--- src/rtl/home_pkg.sv ---
// Shared types and constants for the smart-home tank controller blocks.
package home_pkg;

    typedef enum logic [2:0] {
        IDLE  = 3'd0,
        REST  = 3'd1,
        ARMED = 3'd2,
        FILL  = 3'd3,
        FAULT = 3'd4
    } pump_state_t;

    localparam logic [1:0] FLT_NONE     = 2'b00;
    localparam logic [1:0] FLT_DRYRUN   = 2'b01;
    localparam logic [1:0] FLT_CONFLICT = 2'b10;

    function automatic logic [7:0] sat_inc8(input logic [7:0] value);
        return (value == 8'hFF) ? value : value + 8'd1;
    endfunction

endpackage

--- src/rtl/pump_sequencer_if.sv ---
// Sensor/motor/status bundle between the tank sensors, the pump sequencer and the home status logic.
interface pump_sequencer_if;

    logic       ennt;
    logic       lowll;
    logic       highll;
    logic       fault_clr;
    logic       moton;
    logic       fault;
    logic [1:0] fault_code;
    logic [7:0] fills_done;

    modport master (
        output ennt, lowll, highll, fault_clr,
        input  moton, fault, fault_code, fills_done
    );

    modport slave (
        input  ennt, lowll, highll, fault_clr,
        output moton, fault, fault_code, fills_done
    );

endinterface

--- src/rtl/pump_timer.sv ---
// Loadable down-counter shared by the lockout and on-time phases; expired when it reaches zero.
module pump_timer #(
    parameter int WIDTH = 4
) (
    input  logic             clk,
    input  logic             rst,
    input  logic             load,
    input  logic             en,
    input  logic [WIDTH-1:0] load_val,
    output logic             expired
);

    logic [WIDTH-1:0] count_r;

    // Counter register: load has priority, then decrement while enabled and non-zero.
    always_ff @(posedge clk) begin
        if (rst) begin
            count_r <= {WIDTH{1'b0}};
        end else if (load) begin
            count_r <= load_val;
        end else if (en && (count_r != {WIDTH{1'b0}})) begin
            count_r <= count_r - WIDTH'(1);
        end else begin
            count_r <= count_r;
        end
    end

    assign expired = (count_r == {WIDTH{1'b0}});

endmodule

--- src/rtl/pump_sequencer.sv ---
// Water-tank pump sequencer: lockout between runs, dry-run timeout, sensor-conflict fault, fill counter.
module pump_sequencer
    import home_pkg::*;
#(
    parameter int MIN_OFF_CYC = 8,
    parameter int MAX_ON_CYC  = 64
) (
    input  logic              clk,
    input  logic              rst,
    pump_sequencer_if.slave   bus
);

    localparam int MAX_CYC = (MIN_OFF_CYC > MAX_ON_CYC) ? MIN_OFF_CYC : MAX_ON_CYC;
    localparam int TW      = $clog2(MAX_CYC + 1);
    // Timer expires on the cycle after it reaches zero, so load one less than the phase length.
    localparam logic [TW-1:0] REST_LOAD = TW'(MIN_OFF_CYC - 1);
    localparam logic [TW-1:0] FILL_LOAD = TW'(MAX_ON_CYC - 1);

    pump_state_t   state_r;
    pump_state_t   next_s;
    logic          conflict_r;
    logic          conflict_s;
    logic [1:0]    code_r;
    logic [1:0]    code_next_s;
    logic [7:0]    fills_r;
    logic          fill_done_s;
    logic          moton_r;
    logic          fault_r;
    logic          load_s;
    logic [TW-1:0] load_val_s;
    logic          timer_en_s;
    logic          expired_s;

    pump_timer #(.WIDTH(TW)) u_timer (
        .clk      (clk),
        .rst      (rst),
        .load     (load_s),
        .en       (timer_en_s),
        .load_val (load_val_s),
        .expired  (expired_s)
    );

    assign timer_en_s = (state_r == REST) || (state_r == FILL);

    // Next-state, timer-load and fault-code decode in priority order.
    always_comb begin
        next_s      = state_r;
        code_next_s = code_r;
        load_s      = 1'b0;
        load_val_s  = REST_LOAD;
        fill_done_s = 1'b0;
        conflict_s  = conflict_r && bus.lowll && bus.highll &&
                      (state_r != IDLE) && (state_r != FAULT);
        if (conflict_s) begin
            next_s      = FAULT;
            code_next_s = FLT_CONFLICT;
        end else if (!bus.ennt && ((state_r == REST) || (state_r == ARMED) || (state_r == FILL))) begin
            next_s = IDLE;
        end else begin
            case (state_r)
                IDLE: begin
                    if (bus.ennt) begin
                        next_s = REST;
                        load_s = 1'b1;
                    end else begin
                        next_s = IDLE;
                    end
                end
                REST: begin
                    if (expired_s && bus.lowll) begin
                        next_s     = FILL;
                        load_s     = 1'b1;
                        load_val_s = FILL_LOAD;
                    end else if (expired_s) begin
                        next_s = ARMED;
                    end else begin
                        next_s = REST;
                    end
                end
                ARMED: begin
                    if (bus.lowll) begin
                        next_s     = FILL;
                        load_s     = 1'b1;
                        load_val_s = FILL_LOAD;
                    end else begin
                        next_s = ARMED;
                    end
                end
                FILL: begin
                    // High level beats a simultaneous timeout.
                    if (bus.highll) begin
                        next_s      = REST;
                        load_s      = 1'b1;
                        fill_done_s = 1'b1;
                    end else if (expired_s) begin
                        next_s      = FAULT;
                        code_next_s = FLT_DRYRUN;
                    end else begin
                        next_s = FILL;
                    end
                end
                FAULT: begin
                    if (bus.fault_clr && bus.ennt) begin
                        next_s      = REST;
                        load_s      = 1'b1;
                        code_next_s = FLT_NONE;
                    end else if (bus.fault_clr) begin
                        next_s      = IDLE;
                        code_next_s = FLT_NONE;
                    end else begin
                        next_s = FAULT;
                    end
                end
                default: begin
                    next_s = IDLE;
                end
            endcase
        end
    end

    // State, conflict history, fault code, fill counter and registered outputs.
    always_ff @(posedge clk) begin
        if (rst) begin
            state_r    <= IDLE;
            conflict_r <= 1'b0;
            code_r     <= FLT_NONE;
            fills_r    <= 8'd0;
            moton_r    <= 1'b0;
            fault_r    <= 1'b0;
        end else begin
            state_r    <= next_s;
            conflict_r <= bus.lowll & bus.highll;
            code_r     <= code_next_s;
            fills_r    <= fill_done_s ? sat_inc8(fills_r) : fills_r;
            moton_r    <= (next_s == FILL);
            fault_r    <= (next_s == FAULT);
        end
    end

    assign bus.moton      = moton_r;
    assign bus.fault      = fault_r;
    assign bus.fault_code = code_r;
    assign bus.fills_done = fills_r;

endmodule
--- src/flat_wrapper.sv ---
// flat-port wrapper written by rule: the top's interface ports become plain ports
module pump_sequencer_flat import home_pkg::*;
#(
    parameter int MIN_OFF_CYC = 8,
    parameter int MAX_ON_CYC  = 64
)
  (clk, rst, bus_ennt, bus_lowll, bus_highll, bus_fault_clr, bus_moton, bus_fault, bus_fault_code, bus_fills_done);
  pump_sequencer_if bus_i ();
  input  logic clk;
  input  logic rst;
  input wire logic [$bits(bus_i.ennt)-1:0] bus_ennt;
  input wire logic [$bits(bus_i.lowll)-1:0] bus_lowll;
  input wire logic [$bits(bus_i.highll)-1:0] bus_highll;
  input wire logic [$bits(bus_i.fault_clr)-1:0] bus_fault_clr;
  output wire logic [$bits(bus_i.moton)-1:0] bus_moton;
  output wire logic [$bits(bus_i.fault)-1:0] bus_fault;
  output wire logic [$bits(bus_i.fault_code)-1:0] bus_fault_code;
  output wire logic [$bits(bus_i.fills_done)-1:0] bus_fills_done;
  assign bus_i.ennt = bus_ennt;
  assign bus_i.lowll = bus_lowll;
  assign bus_i.highll = bus_highll;
  assign bus_i.fault_clr = bus_fault_clr;
  assign bus_moton = bus_i.moton;
  assign bus_fault = bus_i.fault;
  assign bus_fault_code = bus_i.fault_code;
  assign bus_fills_done = bus_i.fills_done;
  pump_sequencer #(.MIN_OFF_CYC(MIN_OFF_CYC), .MAX_ON_CYC(MAX_ON_CYC)) u_core (.clk(clk), .rst(rst), .bus(bus_i));
endmodule
--- config.mk ---
export PLATFORM = sky130hd
export DESIGN_NAME = pump_sequencer_flat
export DESIGN_NICKNAME = d
export VERILOG_FILES = /design/src/rtl/home_pkg.sv /design/src/rtl/pump_sequencer_if.sv /design/src/rtl/pump_timer.sv /design/src/rtl/pump_sequencer.sv /design/src/flat_wrapper.sv
export SDC_FILE = /design/constraint.sdc
export NUM_CORES = 1
export LEC_CHECK = 0
export BUFFER_PORTS_ARGS = -buffer_cell sky130_fd_sc_hd__clkbuf_2
export CAP_MARGIN = 20
export CORE_MARGIN = 3
export CORE_UTILIZATION = 29
export CTS_CLUSTER_SIZE = 20
export DETAILED_ROUTE_END_ITERATION = 10
export PLACE_DENSITY = 0.58
export SYNTH_ARGS = -nofsm -noshare
export SYNTH_HDL_FRONTEND = slang
export SYNTH_HIERARCHICAL = 1
export SYNTH_SLANG_ARGS = --single-unit
export TNS_END_PERCENT = 30
--- constraint.sdc ---
create_clock -name clk -period 2.25 [get_ports clk]
set_input_delay 0.45 -clock clk [delete_from_list [all_inputs] [get_ports clk]]
set_output_delay 0.45 -clock clk [all_outputs]
set_load 0.01 [all_outputs]
==> run_results.csv, run 1 <==
group,metric,value,unit
run_status,status,"completed",
clock_tree,cts_buffers,3,
synthesis,ys_warn_count,6,
synthesis,muxShareOfSynthArea,0.02508,
global_route,grt_pass1_wl,4374,um
synthesis,synth_area,1247,um2
floorplanning,start_util,0.3053,
power,p_comb_frac,0.254,
cells_and_area,drive_gt1_frac,0.3059,
synthesis,synthCells,146,
global_route,grt-ovfl-total,0,
synthesis,ys_seq_elements,23,
power,pwr-share-seq,0.475,
route,drtIter0Drc,61,
setup_path,cp.arrival,2.31,ns
setup_path,cp-start-kind,"register",
place,portBuffers,17,
setup_path,setup.worst_path.end_class,"register",
power,p_sw,273.9,uW
route,wire_per_inst,12.40,um
run,cap_violations,0,
global_route,grt_max_degree,22,
place,dp_cells,216,
cells_and_area,final_cells,220,
cells_and_area,diodes,0,
floorplanning,core_area,4086,um2
synthesis,ys.flop_type,"dfxtp_1",
clock_tree,clock_sink_count,23,
clock_tree,clk-insertion-delay-late,0.27,ns
setup_path,cp.required,2.41,ns
sta,fin_crit_sh,0.9537,
setup_path,rr_endpoint,"u_core/u_timer/count_r[3]",
global_route,grt_use_total,0.1036,
global_route,grt_pass1_vias,971,
route,vias,1149,
sta,slew_headroom,0.6130,
place,post-dp-hpwl,2022,um
sta,hold_viol,0,
clock_tree,htreeDepth,1,
power,powerDensity,618.6,nW/um2
route,avgViaCountPerCell,5.223,
power,ir_worst_vdd,0.3318,mV
power,p_sw_frac,0.2896,
cells_and_area,fin_nets,179,
sta,slew_violations,0,
sta,worst_pin_slew,0.5799,ns
sta,setup_tns,0,ns
power,p_int,671.9,uW
sta,whs,0.4355,ns
setup_path,startpoint,"u_core/u_timer/count_r[0]",
setup_path,crit_type,"reg -> reg",
clock_tree,post-cts-setup-buffers,0,
setup_path,cpPeakStageDelay,0.31,ns
clock_tree,clockRootBuffer,"clkbuf_8",
power,p_leak,0.5867,nW
route,ant_nets,0,
cells_and_area,area_growth,22.57,%
sta,post-route-min-period,2.146,ns
synthesis,synth_area_per_cell,8.544,um2
power,clkPwrFrac,0.271,
setup_path,crit_fanout,4,
min_path,min_path_type,"in -> reg",
floorplanning,die_h,71.59,um
synthesis,async_flop_share,0,
setup_path,reg2reg_depth,11,
synthesis,seq_area_frac_synth,0.3691,
synthesis,synth-adder-area-share,0.02006,
sta,setup_violations,0,
setup_path,critPathSlowestCell,"dfxtp_1",
synthesis,synth-compound-area-share,0.2327,
clock_tree,cts_tree,"done",
clock_tree,worst_setup_hold_path_clk_slew,0.09,ns
clock_tree,clockBufferDepth,2,
route,totalWireLength,2729,um
setup_path,rrSetupSlack,0.10,ns
floorplanning,die-area,5124,um2
synthesis,synth_top_family_by_area,"simple AND/OR/NAND/NOR gates",
route,dr.pass1.iters,4,
synthesis,synth_edf_count,0,
floorplanning,row_count,23,
synthesis,yosys.area_share.simple,0.2798,
synthesis,yosysUniqueCellTypes,49,
floorplanning,io_pins,18,
place,placed_area,1419,um2
setup_path,crit_chain,"inv_1, ha_4, nor4b_4, and2_4, nand2_2, mux2_4, o311ai_4, and3_4, buf_4, nand3b_1, o31ai_1",
setup_path,critical_path.endpoint,"u_core/u_timer/count_r[3]",
global_route,antenna_found_initial,0,
synthesis,synth-xor-area-share,0.01404,
sta,rsz0062_at_grt,"yes",
sta,fmax,466.0,MHz
cells_and_area,stdcell_area,1529,um2
setup_path,timing.rr.start,"u_core/u_timer/count_r[0]",
floorplanning,die_w,71.59,um
route,drcViolationCount,0,
place,gp_congestion,0.7618,
sta,fin_skew,0.01348,ns
## through the flow
stage	utilization	power, mW	setup slack [ns]
CTS	0.3585	0.9330	0.03809
global placement	0.3472	0.6656	0.04321
global route	0.3742	0.9987	-0.03405
finish	0.3742	0.9458	0.1041
floorplan	-	0.5950	0.02443
detailed placement	0.3472	0.6660	-0.01416
## cell families (layout without fill, tap and decap cells)
group	count (synthesis)	after routing
xor gates and xnor gates	2	2
other	2	4
and+or+nand+nor	59	59
buffers and inverters	13	35
DFF	23	23
muxes	3	3
AOI/OAI and AO/OA	42	42
adders and majority gates	2	2
## power by group through the flow
| stage | clock [mW] | sequential [mW] | combinational, mW |
|---|---|---|---|
| finish | 0.256 | 0.450 | 0.240 |
| global route | 0.282 | 0.452 | 0.264 |
| CTS | 0.274 | 0.447 | 0.212 |
| detailed placement | 0 | 0.457 | 0.209 |
| global placement | 0 | 0.457 | 0.208 |
| floorplan | 0 | 0.452 | 0.143 |
## layer usage
metal / vias up / share of wire / track usage
met5: - / 0 / 0
met3: 2 / 0.048 / 0.03086
met4: 0 / 0.0048 / 0.01879
li1: 586 / - / -
met1: 532 / 0.47 / 0.1418
met2: 29 / 0.47 / 0.1633
## flip-flops by register name (all words and copies together) (netlist names)
register / count
u_core/bus.fault: 1
u_core/bus.fault_code: 2
u_core/bus.fills_done: 8
u_core/bus.moton: 1
u_core/conflict_r: 1
u_core/state_r: 3
u_core/u_timer/count_r: 7
## synth_stat cells (3+ instances only)
master / n / share of area
nand3_1: 9 / 0.036
a21oi_1: 13 / 0.052
nand2_1: 6 / 0.018
o31ai_1: 6 / 0.036
or4_1: 4 / 0.024
nor2_1: 13 / 0.039
dfxtp_1: 23 / 0.37
inv_1: 7 / 0.021
nand2b_1: 4 / 0.020
nor4_1: 3 / 0.015
or3_1: 5 / 0.025
o21ai_0: 8 / 0.032
## layout make-up
type	count	area, um2
sequential	23	461.7
clock inverter	1	5.005
inverter	7	28.78
tap	50	62.56
multi-input combinational	112	792.0
timing repair buffer	24	137.6
fill	436	2557
clock buffer	3	41.29
## critical path: cells and delay by family (launching register included)
family,cells,cell delay [ns]
AO/OA/AOI/OAI,2,0.34
multiplexers,1,0.31
AND/OR/NAND/NOR,5,0.76
buffers and inverters,2,0.20
flip-flops,1,0.31
adder cells (fa/ha/maj),1,0.13
## placed cells by master (no fill, tap or decap), types with 5 or more instances in the layout
cell type and instances:
o31ai_1 6, o21ai_0 8, nand3_1 9, a21oi_1 12, clkbuf_2 17, nand2_1 5, buf_4 7, dfxtp_1 22
or3_1 5, nor2_1 11, inv_1 5
## how the worst min path moves through the flow
stage	slack, ns	end	from	cells after the start
floorplan	0.48	u_core/u_timer/count_r[6]	u_core/u_timer/count_r[6]	2
global placement	0.46	u_core/bus.fault_code[1]	u_core/bus.fault_code[1]	2
detailed placement	0.49	u_core/bus.fault_code[1]	u_core/bus.fault_code[1]	2
CTS	0.42	u_core/conflict_r	bus_highll	3
global route	0.45	u_core/conflict_r	bus_highll	3
finish	0.44	u_core/conflict_r	bus_highll	3
## timing repair
action | in CTS | in global routing
gates cloned | 0 | 0
resized for setup | 2 | 15
hold buffers | 0 | 0
setup endpoints to repair | 5 | 7
hold endpoints to repair | 0 | 0
pin swaps | 1 | 5
No activity file was read; power rests on OpenSTA's default activity.
==> run 2: changes to the inputs <==
PLACE_DENSITY = default   (was 0.58)
==> run_results.csv, run 2 (synthesis gave the netlist of run 1 again) <==
group,metric,value,unit
setup_path,rrSetupSlack,0.08,ns
min_path,min_path_type,"in -> reg",
sta,finalWorstSetupSlack,0.07901,ns
sta,fin_skew,0.002996,ns
setup_path,timing.rr.start,"u_core/u_timer/count_r[1]",
floorplanning,die-area,5124,um2
route,totalWireLength,2789,um
setup_path,rr_endpoint,"u_core/u_timer/count_r[1]",
cells_and_area,mostFrequentLayoutCell,"dfxtp_1",
sta,post-route-min-period,2.171,ns
clock_tree,clock_sink_count,23,
min_path,min_to,"u_core/conflict_r",
sta,fin_crit_sh,0.9649,
power,power,966.6,uW
sta,setup_violations,0,
global_route,grt_max_degree,21,
clock_tree,clockBufferDepth,2,
global_route,grt-ovfl-total,0,
power,powerDensity,609.3,nW/um2
place,post-dp-hpwl,1986,um
clock_tree,cts_tree,"done",
place,dp_cells,221,
setup_path,crit_type,"reg -> reg",
route,avgViaCountPerCell,5.229,
clock_tree,cts_buffers,3,
clock_tree,clk-insertion-delay-late,0.26,ns
global_route,grt_use_total,0.1093,
place,gp_congestion,0.8050,
route,ant_nets,0,
route,dr.pass1.iters,4,
clock_tree,clockRootBuffer,"clkbuf_8",
cells_and_area,fin_nets,186,
route,drcViolationCount,0,
setup_path,cp.arrival,2.37,ns
sta,hold_viol,0,
clock_tree,htreeDepth,1,
place,post-place-ws,-0.01781,ns
setup_path,cp-start-kind,"register",
sta,whs,0.4531,ns
cells_and_area,final_cells,227,
floorplanning,core_area,4086,um2
setup_path,setup.worst_path.end_class,"register",
power,p_leak,0.6187,nW
setup_path,cp.required,2.45,ns
sta,worst_pin_slew,0.5324,ns
setup_path,crit_fanout,3,
sta,slew_headroom,0.6440,
route,wire_per_inst,12.29,um
cells_and_area,area_growth,27.18,%
floorplanning,row_count,23,
run_status,status,"completed",
global_route,grt_pass1_wl,4574,um
clock_tree,worst_setup_hold_path_clk_slew,0.08,ns
cells_and_area,drive_gt1_frac,0.3390,
sta,fmax,460.6,MHz
floorplanning,die_w,71.59,um
sta,rsz0062_at_grt,"yes",
floorplanning,start_util,0.3053,
run,cap_violations,0,
cells_and_area,diodes,0,
cells_and_area,largest_register_ffs,8,
clock_tree,hold_buffers,0,
cells_and_area,fin_util,0.3882,
route,drtIter0Drc,51,
min_path,min_from,"bus_highll",
power,ir_worst_vdd,0.2995,mV
global_route,grt_pass1_vias,1017,
setup_path,reg2reg_depth,11,
global_route,antenna_found_initial,0,
place,portBuffers,17,
min_path,whs_path_depth,3,
sta,slew_violations,0,
route,vias,1187,
floorplanning,die_h,71.59,um
floorplanning,io_pins,18,
cells_and_area,layout_common_cells,"21 x dfxtp_1, 17 x clkbuf_2, 13 x a21oi_1, 13 x buf_4, 11 x nor2_1",
## run 2: layout make-up
| type | instances | area [um2] |
|---|---|---|
| clock buffer | 4 | 45.04 |
| multi-input combinational | 112 | 793.3 |
| fill | 425 | 2500 |
| tap | 50 | 62.56 |
| timing repair buffer | 31 | 193.9 |
| sequential | 23 | 462.9 |
| inverter | 7 | 28.78 |
## run 2: metrics by stage
step                cell area, um2  setup TNS, ns
global route                  1587       -0.07054
CTS                           1509              0
global placement              1456              0
finish                        1587              0
detailed placement            1456       -0.01781
floorplan                     1259              0
## run 2: metal layers
layer | up-vias | wire length [um] | GRT usage
met5 | - | 0 | 0
met4 | 0 | 28 | 0.01253
met3 | 4 | 120 | 0.03927
met2 | 27 | 1241 | 0.1643
met1 | 557 | 1397 | 0.1550
li1 | 599 | - | -
## run 2: critical path, stage by stage, from the launching register on
cell and delay [ns]:
dfxtp_2 0.33, inv_2 0.07, ha_4 0.13, nor4b_4 0.20
and2_4 0.19, nand2_2 0.06, mux2_4 0.31, o311ai_4 0.26
and3_4 0.25, buf_6 0.11, buf_4 0.11, o21a_1 0.11
## run 2: worst max-delay path by stage
stage	start	to	slack [ns]	depth (start not counted)
after global placement	u_core/u_timer/count_r[1]	u_core/u_timer/count_r[4]	0.04	11
after floorplan	u_core/u_timer/count_r[0]	u_core/u_timer/count_r[4]	0.02	11
after CTS	u_core/u_timer/count_r[1]	u_core/u_timer/count_r[3]	0.03	12
after global routing	u_core/u_timer/count_r[1]	u_core/u_timer/count_r[1]	-0.03	11
final	u_core/u_timer/count_r[1]	u_core/u_timer/count_r[1]	0.08	11
after detailed placement	u_core/u_timer/count_r[1]	u_core/u_timer/count_r[4]	-0.02	11
## run 2: where the power goes
group | internal (mW) | total, mW | leakage [nW] | switching, mW
logic | 0.141 | 0.267 | 0.408 | 0.126
clock network | 0.126 | 0.249 | 0.0228 | 0.123
registers | 0.428 | 0.450 | 0.188 | 0.0222
total | 0.695 | 0.967 | 0.619 | 0.272
## run 2: what timing repair did
| item | CTS | global route |
|---|---|---|
| buffers inserted | 1 | 2 |
| resized for setup | 1 | 19 |
| setup endpoints to repair | 2 | 7 |
| pin swaps | 1 | 4 |
==> run 3: changes to the inputs <==
ABC_AREA = 1   (was default)
CORE_MARGIN = 4   (was 3)
==> run_results.csv, run 3 <==
group,metric,value,unit
sta,rsz0062_at_grt,"no",
setup_path,cp.arrival,2.24,ns
global_route,grt-ovfl-total,0,
setup_path,cp.required,2.45,ns
synthesis,synth.area.top_cells,"dfxtp_1 30%, nand2_1 15%, nor2_1 11%",
cells_and_area,layout_common_cells,"59 x nand2_1, 46 x nor2_1, 31 x inv_1",
place,dp_cells,333,
synthesis,yosysMostFrequentCell,"nand2_1",
sta,finalWorstSetupSlack,0.2136,ns
synthesis,ys_warn_count,6,
global_route,antenna_found_initial,0,
power,powerDensity,870.7,nW/um2
cells_and_area,stdcell_area,1758,um2
route,dr.pass1.iters,4,
setup_path,rr_endpoint,"u_core/u_timer/count_r[6]",
sta,fin_skew,0.01057,ns
synthesis,ys.flop_type,"dfxtp_1",
global_route,grt_use_total,0.1120,
floorplanning,core_area,5107,um2
route,vias,1473,
route,drtIter0Drc,88,
place,portBuffers,17,
setup_path,rrSetupSlack,0.21,ns
synthesis,synth_top_area_cell,"dfxtp_1",
sta,hold_viol,0,
clock_tree,worst_setup_hold_path_clk_slew,0.09,ns
global_route,grt_pass1_wl,5844,um
min_path,min_path_type,"in -> reg",
cells_and_area,mostFrequentLayoutCell,"nand2_1",
setup_path,setup.worst_path.end_class,"register",
min_path,whs_path_depth,3,
global_route,grt_max_degree,22,
place,gp_congestion,0.8447,
sta,whs,0.4504,ns
sta,post-route-min-period,2.036,ns
run,cap_violations,0,
sta,slew_violations,0,
setup_path,reg2reg_depth,15,
place,post-dp-hpwl,2477,um
cells_and_area,multi_input_area,919.6,um2
synthesis,synth_area,1523,um2
floorplanning,die_h,80.46,um
synthesis,synth_edf_count,0,
synthesis,ys_seq_elements,23,
cells_and_area,n_fill_cell,581,
sta,setup_violations,0,
synthesis,synthCells,244,
floorplanning,io_pins,18,
cells_and_area,area_growth,15.45,%
cells_and_area,fin_util,0.3442,
synthesis,yosys-top-cells-count,"59 x nand2_1, 46 x nor2_1, 32 x inv_1",
min_path,min_from,"bus_highll",
power,power,1.531,mW
clock_tree,cts_buffers,3,
setup_path,cp-start-kind,"register",
route,ant_nets,0,
clock_tree,clock_sink_count,23,
cells_and_area,diodes,0,
synthesis,async_flop_share,0,
setup_path,timing.rr.start,"u_core/u_timer/count_r[0]",
sta,fmax,491.1,MHz
cells_and_area,final_cells,337,
floorplanning,die-area,6474,um2
power,ir_worst_vdd,0.3262,mV
floorplanning,start_util,0.2981,
global_route,grt_pass1_vias,1361,
min_path,min_to,"u_core/conflict_r",
clock_tree,clockBufferDepth,2,
clock_tree,htreeDepth,1,
synthesis,seq_area_frac_synth,0.3024,
place,placed_area,1709,um2
route,drcViolationCount,0,
run_status,status,"completed",
cells_and_area,largest_register_ffs,8,
route,totalWireLength,3230,um
floorplanning,row_count,26,
synthesis,yosysUniqueCellTypes,26,
setup_path,crit_fanout,11,
sta,setup_tns,0,ns
synthesis,synth_area_per_cell,6.241,um2
clock_tree,hold_buffers,0,
clock_tree,clk-insertion-delay-late,0.27,ns
power,p_leak,0.8478,nW
clock_tree,clockRootBuffer,"clkbuf_8",
place,post-place-ws,0.08067,ns
setup_path,crit_type,"reg -> reg",
sta,fin_crit_sh,0.9051,
cells_and_area,fin_nets,276,
synthesis,netlist.area_leader.share,0.3024,
floorplanning,die_w,80.46,um
route,wire_per_inst,9.585,um
clock_tree,cts_tree,"done",
cells_and_area,area.sequential,460.4,um2
route,avgViaCountPerCell,4.371,
cells_and_area,drive_gt1_frac,0.1685,
## run 3: changes by cell type after synthesis, sizes merged, moves of 3 or more
cell	delta
buf	-3
inv	+28
o31ai	-6
nand4	+8
or4	-5
nor2	+41
nand3	+20
nand2	+58
nor4	-3
o21ai	-5
or3	-5
nand2b	-4
## run 3: layer usage
| metal | part of all wire | vias to the layer above | track usage |
|---|---|---|---|
| li1 | - | 822 | - |
| met1 | 0.50 | 632 | 0.1348 |
| met2 | 0.46 | 15 | 0.1945 |
| met3 | 0.023 | 4 | 0.02354 |
| met4 | 0.014 | 0 | 0.04054 |
| met5 | 0 | - | 0 |
## run 3: repair_timing
action / in CTS / in global routing
gates resized for setup: 0 / 2
hold endpoints to repair: 0 / 0
setup endpoints to repair: 0 / 6
buffers inserted: 0 / 0
## run 3: area by class of cell
class | count | area share
clock buffers | 3 | 0.02349
clock inverters | 1 | 0.002847
inverters | 35 | 0.07758
multi-input cells | 185 | 0.5231
flip-flops and latches | 23 | 0.2619
well taps | 70 | 0.04982
repair buffers | 20 | 0.06121
## run 3: worst max-delay path by stage
stage | startpoint | end | slack, ns | cells past startpoint
floorplan | u_core/u_timer/count_r[0] | u_core/u_timer/count_r[2] | 0.30 | 14
global placement | u_core/u_timer/count_r[0] | u_core/u_timer/count_r[1] | 0.12 | 13
detailed placement | u_core/u_timer/count_r[0] | u_core/u_timer/count_r[6] | 0.08 | 15
CTS | u_core/u_timer/count_r[0] | u_core/u_timer/count_r[6] | 0.06 | 15
global route | u_core/u_timer/count_r[0] | u_core/u_timer/count_r[1] | 0.03 | 13
finish | u_core/u_timer/count_r[0] | u_core/u_timer/count_r[6] | 0.21 | 15
## run 3: cell families (layout without fill, tap and decap cells)
kind of cell               after synthesis  after routing  share of synthesized area
and+or+nand+nor                        160            160                     0.5111
buffers and inverters                   38             59                    0.09861
DFF                                     23             23                     0.3024
AOI/OAI and AO/OA                       18             18                    0.06081
adders and majority gates                2              2                    0.01643
other                                    2              4                   0.004932
xor gates and xnor gates                 1              1                   0.005753
## run 3: report_power, final
group / switching, mW / internal, mW
clock: 0.136 / 0.124
combinational: 0.477 / 0.263
sequential: 0.0589 / 0.471
## run 3: worst max-delay path: stages (launching register included)
cell,delay (ns)
dfxtp_1,0.36
inv_1,0.06
ha_1,0.24
nand2_2,0.10
nor2_2,0.05
nand2_4,0.11
inv_1,0.06
a21oi_1,0.17
nor2_1,0.08
o21a_1,0.23
inv_4,0.13
buf_4,0.16
nor2_1,0.04
nor2_1,0.07
nand2_1,0.06
nor2_1,0.07
